## src/rtl/register_pkg.sv

```systemverilog
`timescale 1ns/1ps
`default_nettype none
// ============================================================================
//  Module      : register_pkg
//  Description : Shared constants and the byte-lane merge helper for the
//                register file and its per-entry byte-enable register.
//  Revision    : 1.0  initial release
// ============================================================================
package register_pkg;

    localparam int REG_WIDTH = 32;
    localparam int REG_DEPTH = 16;

    // One byte lane of a masked merge: the new byte when its enable is set,
    // otherwise the old byte. Callers loop over lanes so any WIDTH works.
    function automatic logic [7:0] byte_merge(
        input logic [7:0] old_byte,
        input logic [7:0] new_byte,
        input logic       mask
    );
        return mask ? new_byte : old_byte;
    endfunction

endpackage : register_pkg
`default_nettype wire

```

## src/rtl/register_be.sv

```systemverilog
`timescale 1ns/1ps
`default_nettype none
// ============================================================================
//  Module      : register_be
//  Description : Single WIDTH-bit register with synchronous clear and
//                byte-enabled write. Clear takes priority over Write.
//  Revision    : 1.0  initial release
// ============================================================================
module register_be
    import register_pkg::*;
#(
    parameter int WIDTH = REG_WIDTH
) (
    input  logic               Clock,
    input  logic               Clear,
    input  logic               Write,
    input  logic [WIDTH/8-1:0] Mask,
    input  logic [WIDTH-1:0]   D,
    output logic [WIDTH-1:0]   Q
);

    localparam int c_LANES = WIDTH / 8;

    logic [WIDTH-1:0] data_q;
    logic [WIDTH-1:0] data_d;

    // Next value if written: enabled lanes take D, the rest hold.
    always_comb begin
        data_d = data_q;
        for (int i = 0; i < c_LANES; i++) begin
            data_d[8*i +: 8] = byte_merge(data_q[8*i +: 8], D[8*i +: 8], Mask[i]);
        end
    end

    // Storage update with clear overriding any write in the same cycle.
    always_ff @(posedge Clock) begin
        if (Clear) begin
            data_q <= '0;
        end else if (Write) begin
            data_q <= data_d;
        end
    end

    assign Q = data_q;

endmodule : register_be
`default_nettype wire

```

## src/rtl/register_file.sv

```systemverilog
`timescale 1ns/1ps
`default_nettype none
// ============================================================================
//  Module      : register_file
//  Description : DEPTH x WIDTH register file, one byte-masked write port,
//                two independent read ports, optional hardwired-zero entry 0,
//                optional write-to-read bypass, optional registered reads.
//  Revision    : 1.0  initial release
// ============================================================================
module register_file
    import register_pkg::*;
#(
    parameter  int WIDTH    = REG_WIDTH,
    parameter  int DEPTH    = REG_DEPTH,
    parameter  bit ZERO_REG = 1'b1,
    parameter  bit BYPASS   = 1'b1,
    parameter  bit REG_READ = 1'b0,
    localparam int ADDR_W   = $clog2(DEPTH)
) (
    input  logic               Clock,
    input  logic               Clear,
    input  logic               Write,
    input  logic [ADDR_W-1:0]  WriteAddr,
    input  logic [WIDTH-1:0]   WriteData,
    input  logic [WIDTH/8-1:0] WriteMask,
    input  logic [ADDR_W-1:0]  ReadAddrA,
    input  logic [ADDR_W-1:0]  ReadAddrB,
    output logic [WIDTH-1:0]   QA,
    output logic [WIDTH-1:0]   QB
);

    localparam int                c_LANES = WIDTH / 8;
    // DEPTH held one bit wider than the address so DEPTH = 2**ADDR_W fits.
    localparam logic [ADDR_W:0]   c_DEPTH = (ADDR_W + 1)'(DEPTH);

    logic [WIDTH-1:0]  w_entry [DEPTH];
    logic [ADDR_W-1:0] w_raddr [2];
    logic [WIDTH-1:0]  w_rdata [2];
    logic              w_wr_legal;

    assign w_raddr[0] = ReadAddrA;
    assign w_raddr[1] = ReadAddrB;

    // A write that will actually land somewhere; only such writes may bypass.
    assign w_wr_legal = Write && !Clear
                     && ({1'b0, WriteAddr} < c_DEPTH)
                     && !(ZERO_REG && (WriteAddr == '0));

    // ------------------------------------------------------------------
    // Storage: one byte-enabled register per entry; entry 0 is a constant
    // zero when ZERO_REG is set. Out-of-range write addresses match no
    // entry and are therefore dropped.
    // ------------------------------------------------------------------
    for (genvar gi = 0; gi < DEPTH; gi++) begin : g_entry
        if (ZERO_REG && (gi == 0)) begin : g_zero
            assign w_entry[gi] = '0;
        end else begin : g_reg
            logic w_we;
            assign w_we = Write && (WriteAddr == ADDR_W'(gi));
            register_be #(
                .WIDTH (WIDTH)
            ) u_reg (
                .Clock (Clock),
                .Clear (Clear),
                .Write (w_we),
                .Mask  (WriteMask),
                .D     (WriteData),
                .Q     (w_entry[gi])
            );
        end
    end

    // ------------------------------------------------------------------
    // Read ports: each applies range check and bypass independently.
    // ------------------------------------------------------------------
    for (genvar gp = 0; gp < 2; gp++) begin : g_port
        logic [WIDTH-1:0] w_base;
        logic             w_hit;

        // Base value (0 when out of range) merged with a same-cycle write.
        always_comb begin
            w_base = '0;
            if ({1'b0, w_raddr[gp]} < c_DEPTH) begin
                w_base = w_entry[w_raddr[gp]];
            end
            w_hit = BYPASS && w_wr_legal && (WriteAddr == w_raddr[gp]);
            w_rdata[gp] = w_base;
            if (w_hit) begin
                for (int i = 0; i < c_LANES; i++) begin
                    w_rdata[gp][8*i +: 8] = byte_merge(w_base[8*i +: 8],
                                                       WriteData[8*i +: 8],
                                                       WriteMask[i]);
                end
            end
        end
    end

    // ------------------------------------------------------------------
    // Output stage: registered or combinational read data.
    // ------------------------------------------------------------------
    if (REG_READ) begin : g_reg_read
        logic [WIDTH-1:0] qa_q;
        logic [WIDTH-1:0] qb_q;

        // Capture the read values every edge; cleared alongside storage.
        always_ff @(posedge Clock) begin
            if (Clear) begin
                qa_q <= '0;
                qb_q <= '0;
            end else begin
                qa_q <= w_rdata[0];
                qb_q <= w_rdata[1];
            end
        end

        assign QA = qa_q;
        assign QB = qb_q;
    end else begin : g_comb_read
        assign QA = w_rdata[0];
        assign QB = w_rdata[1];
    end

endmodule : register_file
`default_nettype wire
```

## config.mk

```make
export PLATFORM = sky130hd
export DESIGN_NAME = register_file
export DESIGN_NICKNAME = d
export VERILOG_FILES = /design/src/rtl/register_pkg.sv /design/src/rtl/register_be.sv /design/src/rtl/register_file.sv
export SDC_FILE = /design/constraint.sdc
export NUM_CORES = 1
export LEC_CHECK = 0
export BUFFER_PORTS_ARGS = -buffer_cell sky130_fd_sc_hd__buf_2
export CAP_MARGIN = 0
export CORE_AREA = 2 2 233 235
export CTS_BUF_LIST = sky130_fd_sc_hd__clkbuf_2
export CTS_CLUSTER_SIZE = 16
export DETAILED_ROUTE_END_ITERATION = 10
export DIE_AREA = 0 0 235 237
export PLACE_DENSITY = 0.66
export SLEW_MARGIN = 40
export SYNTH_ARGS = -nofsm -noshare
export SYNTH_HDL_FRONTEND = slang
export SYNTH_SLANG_ARGS = --single-unit
```

## constraint.sdc

```tcl
create_clock -name Clock -period 2.14 [get_ports Clock]
set_input_delay 0.321 -clock Clock [delete_from_list [all_inputs] [get_ports Clock]]
set_output_delay 0.321 -clock Clock [all_outputs]
set_load 0.02 [all_outputs]
```

==> flow_results.org, run 1 <==
** Die
- In this run the vertical extent of the chip is 237 um.
- Row count :: 85
- For this design the top-level I/O count stands at 115.
- Floorplan die area :: 55700 um^2
- Die span in x :: 235 um
- Initial Utilization :: 49.36%
- The region available for standard cell placement spans 53280 um^2.

** Clocking
- Clock latency on the worst-skew pair, taken at its later pin, is 1.16 ns.
- # H-tree levels :: 3
- CTS Buffer Depth :: 3
- Clock tree from TritonCTS :: built
- Sink Count :: 480
- Clock-pin slew was measured on the worst setup and hold paths at 0.14 ns.
- Number of clock buffers inserted by TritonCTS :: 119
- Clock tree root buffer cell :: clkbuf_2

** Global route
- Pin count of the biggest net entering global routing :: 175
- Global routing used 29.26% of the available tracks.
- Antenna violations before repair :: 3
- Global-route wire length before repair :: 126200 um
- The number of global-route vias before repair is 21350.
- After global routing the overflow that remains totals 0.

** Cells and area
- Utilization of the core after routing :: 59.04%
- Cells with a size suffix above 1 make up 38.17% of the layout.
- After routing the design area is 31460 um^2.
- Synthesis-to-finish area growth :: 19.62%
- Final net count :: 2723
- Number of flip-flops under the largest register name :: 480

** Power and ir drop
- Across the VDD grid, the largest voltage drop is 0.2971 mV.
- Leakage power total :: 15.46 nW
- Combinational cell fraction of total power :: 14.6%
- Clock share of power :: 35.7%
- For this design the total switching power over the nets is 0.005421 W.
- Sequential cells burn 49.8% of the power.
- Cell-internal power :: 0.01275 W
- Net switching is 29.83% of the power.
- Power density over the cells :: 577.7 nW/um^2

** Timing
- Setup violations remaining at the end of the flow were counted as 64.
- Final critical path time including I/O delays and setup :: 3.097 ns
- The clock arrives with 0 ns of skew.
- Based on the critical path, the design can be clocked at up to 322.9 MHz.
- Final-report max-slew violation count :: 0
- Setup repair after global routing could not meet its margin everywhere.
- Min setup slack post-route :: -0.9569 ns
- Slew at the pin closest to its max-slew limit :: 0.8952 ns
- After layout, the worst path uses 144.7% of the clock period.
- Headroom to the max-slew limit came out at 40.32%.
- Final Hold Viols :: 0

** Yosys
- Post-synth EDFFs :: 0
- Share of synthesized flip-flops with an asynchronous set or reset :: 0%
- Synthesis handed over a netlist of 2391 instances.
- Counting distinct cell types in the post-synthesis netlist gives 37.
- Synthesized Nets :: 2442
- In the post-synthesis netlist, the cell with the most instances is mux2i_1.
- Sequential-to-total area share from yosys stat :: 36.54%
- In this run the mean area of a mapped cell was 11.00 um^2.
- Dominant cells by area after synthesis :: dfxtp_1 (37%), mux2i_1 (21%), mux4_2 (16%)
- Top cell types by occurrence after synthesis :: mux2i_1 (544), nor2_1 (524), dfxtp_1 (480)
- Main synth FF type :: dfxtp_1
- The synthesized design devotes to its leading area cell type 36.54% of total area.
- During synthesis, Yosys emitted a total of 0 warnings.
- Register bit count reported by yosys :: 480
- The mapped netlist covers 26300 um^2.
- dfxtp_1 takes more of the synthesized area than any other cell.

** Place
- Prior to clock tree synthesis, the placed netlist has a worst setup slack of -0.3564 ns.
- Port-buffer cells :: 114
- The wire-length estimate of the detail-placed layout is 53390 um.
- Summing all placed instances gives a cell area of 28580 um^2.
- Routability-driven placement finished with a final weighted congestion of 0.8709.

** Critical path
- The worst register-to-register path has a depth of 5.
- The worst setup path is captured at an output pin.
- Setup slack, reg-to-reg :: 0.30 ns
- STA classifies the critical path startpoint as a flip-flop.
- Arr. time, crit path :: 2.78 ns
- The worst register-to-register path begins at g_entry[11].g_reg.u_reg.Q[15].
- In this run the critical register-to-register path is captured at g_entry[11].g_reg.u_reg.Q[15].
- Along the worst path, the maximum fanout reaches 2.
- STA puts the critical path data required time at 1.82 ns.
- Following the worst setup path forward leads to its endpoint at QB[10].
- Critical path origin :: g_entry[14].g_reg.u_reg.Q[10]
- The worst setup path is of the flip-flop to output pin kind.

** Route
- For this block, the initial DRC count from the detailed router was 2082.
- Routed len/inst :: 24.04 um
- Total vias in the final route :: 21200
- After detailed routing, the number of remaining DRC violations is 0.
- The routed design has 83120 um of wire.
- Count of nets left with antenna violations after detail routing :: 0
- Vias per cell :: 6.131
- The first detailed-routing pass ran for 6 iterations.

** Outcome
- The flow ran to the end, but the final reports show violations.
- Violations in the final reports :: negative setup slack

** Min path
- Worst Hold Class :: primary input to flip-flop
- The worst hold path passes through 4 cells.

** Flow run
- Max-capacitance violation count :: 0
[through the flow]
stage	power, W	std cells	hold slack, ns	TNS (ns)
after floorplan	0.01070	2391	0.4754	0
final	0.01817	3457	0.08311	-54.84
after global placement	0.01152	3160	0.4889	-16.43
after global routing	0.01890	3456	0.07850	-60.99
after CTS	0.01823	3451	0.00002187	-62.37
after detailed placement	0.01156	3160	0.5017	-17.35
[what timing repair did]
action	CTS	global route
gates resized for setup	229	87
endpoints found under the setup margin	64	66
setup buffers	14	4
hold buffers	72	0
endpoints found under the hold margin	480	0
pin swaps	49	26
[power by group through the flow]
| stage | Combinational [W] | Sequential (W) | Clock [W] |
|---|---|---|---|
| 3_5_place_dp | 0.00231 | 0.00925 | 0 |
| 5_1_grt | 0.00275 | 0.00906 | 0.00709 |
| 6_report | 0.00265 | 0.00904 | 0.00648 |
| 2_1_floorplan | 0.00147 | 0.00923 | 0 |
| 4_1_cts | 0.00257 | 0.00904 | 0.00662 |
| 3_3_place_gp | 0.00228 | 0.00924 | 0 |
[worst min path at each step]
stage / end / slack, ns / start
final: g_entry[4].g_reg.u_reg.Q[12] / 0.08 / WriteData[12]
after global routing: g_entry[9].g_reg.u_reg.Q[29] / 0.08 / WriteData[29]
after CTS: g_entry[2].g_reg.u_reg.Q[10] / 0.00002 / WriteData[10]
after detailed placement: g_entry[14].g_reg.u_reg.Q[30] / 0.50 / g_entry[14].g_reg.u_reg.Q[30]
after global placement: g_entry[2].g_reg.u_reg.Q[22] / 0.49 / g_entry[2].g_reg.u_reg.Q[22]
after floorplan: g_entry[3].g_reg.u_reg.Q[12] / 0.48 / g_entry[3].g_reg.u_reg.Q[12]
[worst max-delay path, stage by stage (launching register included)]
cell and delay (ns):
dfxtp_2 0.34, mux4_2 0.48, mux2i_2 0.19, a211oi_2 0.12, mux2_4 0.29, buf_6 0.13
[per-layer routing]
layer | GRT usage, % | share of wire, % | up-vias
li1 | - | - | 9395
met1 | 37.27 | 40 | 10560
met2 | 46.59 | 46 | 994
met3 | 6.050 | 8.3 | 246
met4 | 16.24 | 5.1 | 4
met5 | 0 | 0.029 | -
[cell usage in the layout (no fill, tap or decap), drive strengths merged]
master,n
a21oi,2
nand3,60
buf,344
and2,3
diode,2
xor2,8
clkbuf,168
o41ai,2
nor4,3
and2b,1
nor2b,24
nand4,2
nor3b,4
inv,3
dlymetal6s4s,1
a211oi,43
mux2,107
and3,9
nor2,524
mux4,192
mux2i,544
clkinv,33
a22o,19
a221oi,62
dlygate4sd3,71
dfxtp,480
or2,2
o21bai,19
a211o,2
and3b,2
a32oi,19
bufinv,4
nand2b,2
[cell type report]
cell class,instances,area [um^2]
fill,4396,21830
multi-input combinational,1655,15830
sequential,480,9737
timing repair buffer,416,3904
tap,696,870.8
clock buffer,168,840.8
clock inverter,40,265.3
antenna,2,5.005
[cell families (layout without fill, tap and decap cells)]
family / after synthesis / in the layout / share of synthesized area, %
buffers and inverters: 256 / 624 / 4.972
other: 0 / 2 / 0
muxes: 843 / 843 / 41.96
xor gates and xnor gates: 8 / 8 / 0.2664
DFF: 480 / 480 / 36.54
AOI/OAI and AO/OA: 168 / 168 / 5.329
and+or+nand+nor: 636 / 636 / 10.93
Power figures use the tool's default switching activity.
==> inputs of run 2 (changes only) <==
--- a/config.mk
+++ b/config.mk
@@ -7,12 +7,11 @@
 export LEC_CHECK = 0
 export BUFFER_PORTS_ARGS = -buffer_cell sky130_fd_sc_hd__buf_2
 export CAP_MARGIN = 0
-export CORE_AREA = 2 2 233 235
-export CTS_BUF_LIST = sky130_fd_sc_hd__clkbuf_2
+export CORE_AREA = 2 2 222 224
 export CTS_CLUSTER_SIZE = 16
 export DETAILED_ROUTE_END_ITERATION = 10
-export DIE_AREA = 0 0 235 237
-export PLACE_DENSITY = 0.66
+export DIE_AREA = 0 0 224 226
+export PLACE_DENSITY = 0.72
 export SLEW_MARGIN = 40
 export SYNTH_ARGS = -nofsm -noshare
 export SYNTH_HDL_FRONTEND = slang
==> run 2 against run 1 <==
Effect of this change: the run still ends with negative setup slack left; clock skew unchanged; wire length shrank 2.8%; final cell count decreased by 8.0%; register-to-register slack improved by 0.91 ns; power grew 21%.
==> flow_results.org, run 2 (same netlist as run 1, synthesis figures left out) <==
** Outcome
- The flow ran to the end, but the final reports show violations.
- The final reports fail on negative setup slack.

** Clocking
- The clock-pin transition on the worst setup and hold timing paths is 0.07 ns (-0.07 ns).
- Clock tree root buffer cell :: clkbuf_16
- TritonCTS built the clock tree.
- The total clock sinks came to 480 (unchanged).
- # H-tree levels :: 2 (-1)
- The later-pin clock latency in the skew report came to 0.60 ns (-0.56 ns).
- The number of buffers on the longest clock path is 3 (unchanged).
- Number of clock buffers inserted by TritonCTS :: 50 (-58%)

** Power and ir drop
- The power density relative to cell area is 692.6 nW/um^2 (+20%).
- Final Power :: 0.02194 W (+21%)
- The worst IR drop on VDD came to 0.5399 mV (+82%).
- The leakage power was 15.27 nW (-1.2%).

** Critical path
- Type of the worst setup path :: flip-flop to output pin
- Kind of end point of the critical path :: output pin
- The setup slack of the most critical reg-to-reg path is 1.21 ns (+0.91 ns).
- Type of element launching the critical path :: flip-flop
- Maximum net fanout on the critical path :: 3 (+1)
- The required time of the critical path was 1.82 ns (about the same).
- Arr. time, crit path :: 2.19 ns (-0.59 ns)

** Timing
- Max Clock Skew :: 0 ns (unchanged)
- The number of failing setup endpoints in the final timing report was 64 (unchanged).
- The worst path setup slack after routing is -0.3667 ns (+0.5901 ns).
- Normalized max-slew margin :: 44.77% (+4.4 points)
- Final Hold Viols :: 0 (unchanged)
- The total count of max-transition violations in the final report is 0 (unchanged).
- The highest attainable clock frequency came to 398.9 MHz (+24%).
- The final clock period utilization by the worst path was 117.1% (-28 points).
- Slew at the pin closest to its max-slew limit :: 0.8285 ns (-0.06670 ns)
- Setup repair after global routing could not meet its margin everywhere.
- The shortest period the worst path allows came to 2.507 ns (-0.5901 ns).

** Cells and area
- Proportion of layout cells with a drive suffix above 1 :: 38.02% (-0.14 points)
- Number of flip-flops under the largest register name :: 480 (unchanged)
- Diodes inserted :: 0 (-2)
- Leaving out fill and tap cells, the most frequent cell in the layout is nor2_1.
- The total of fill cells in the finished design was 3507 (-20%).
- The library cells used most frequently in the layout, excluding fill and tap cells, are nor2_1 (524), mux2i_1 (517), dfxtp_1 (368), mux4_2 (192), buf_4 (170).
- The final net count was 2568 (-5.7%).
- The area growth from synthesis to layout is 20.45%.

** Route
- Count of nets left with antenna violations after detail routing :: 0 (unchanged)
- The post-detailed-route via-to-cell ratio was 6.473 (+5.6%).
- DRC violation count after routing :: 0 (unchanged)
- Iter 0 DRT Violations :: 2128 (+2.2%)
- 1st-pass router iterations :: 9 (+3)
- Final wirelength :: 80790 um (-2.8%)
- The routed via count was 20590 (-2.8%).
- Routed len/inst :: 25.40 um (+5.6%)

** Die
- The initial core utilization came to 54.40% (+5.0 points).
- The die area is 50620 um^2 (-9.1%).
- The site row count is 81 (-4.7%).
- Height of the chip :: 226 um (-4.6%)
- The I/O pin count came to 115 (unchanged).
- Die span in x :: 224 um (-4.7%)
- Core outline area :: 48340 um^2 (-9.3%)

** Global route
- Pin count of the biggest net entering global routing :: 171 (-2.3%)
- GRT Resource Usage Total :: 31.75% (+2.5 points)
- Antenna violations before repair :: 1 (-2)
- The number of global-route vias before repair came to 21090 (-1.2%).
- The global route total overflow was 0 (unchanged).
- The first-pass GRT wire length was 123400 um (-2.2%).

** Min path
- Worst Hold Class :: primary input to flip-flop

** Place
- Port-buffer cells :: 114 (unchanged)
- Routability-driven placement congestion ratio :: 0.8842 (+1.5%)
- Total half-perimeter wirelength after legalization and detailed placement :: 52640 um (-1.4%)
- Setup WS pre-CTS :: -0.3676 ns (-0.01119 ns)

** Flow run
- The number of max-capacitance violations reported is 0 (unchanged).
-- run 2: layer usage --
metal,track usage [%],vias to the layer above,routed length (um)
met2,50.37,1027,37380
met1,40.88,10260,32150
met5,0,-,13
met4,17.66,2,4662
met3,6.206,293,6588
li1,-,9013,-
-- run 2: report_power, final --
part	leakage (nW)	switching [W]	internal [W]
registers	3.93	0.0000510	0.00900
clock network	0.957	0.00380	0.00651
logic	10.4	0.00147	0.00111
total	15.3	0.00532	0.0166
-- run 2: metrics by stage --
step	std cells	hold slack (ns)	util (%)	TNS (ns)	area (um^2)
2_1_floorplan	2391	0.4754	-	0	26300
3_3_place_gp	3071	0.4885	58.83	-15.96	28440
3_5_place_dp	3071	0.5043	58.83	-18.16	28440
4_1_cts	3177	0.1347	64.65	-18.90	31260
5_1_grt	3181	0.1570	65.53	-21.25	31680
6_report	3181	0.1507	65.53	-18.00	31680
-- run 2: layout make-up --
cell class	instances	area [um^2]	area share [%]
clock inverters	24	475.5	1.501
multi-input cells	1655	15930	50.29
clock buffers	70	1480	4.673
repair buffers	330	3262	10.30
flip-flops and latches	480	9749	30.78
well taps	622	778.2	2.457
-- run 2: final timing paths --
check                           cells after the start                      endpoint                     startpoint
worst min register to register                      2  g_entry[14].g_reg.u_reg.Q[5]   g_entry[14].g_reg.u_reg.Q[5]
worst max register to register                      4   g_entry[7].g_reg.u_reg.Q[9]    g_entry[7].g_reg.u_reg.Q[9]
worst min-delay path                                3   g_entry[2].g_reg.u_reg.Q[3]                   WriteData[3]
worst max-delay path                                5                        QA[23]  g_entry[14].g_reg.u_reg.Q[23]
-- run 2: critical path, stage by stage (launching register included) --
cell and delay, ns:
dfxtp_2 0.33, mux4_2 0.49, mux2i_4 0.20, a32oi_1 0.09, a22o_1 0.29, buf_6 0.16
-- run 2: timing repair --
| item | 4_1_cts | 5_1_grt |
|---|---|---|
| gates resized for setup | 232 | 135 |
| pin swaps | 64 | 35 |
| setup endpoints to repair | 64 | 64 |
| setup buffers | 10 | 4 |
| gates cloned | 2 | 0 |
| hold buffers | 0 | 0 |
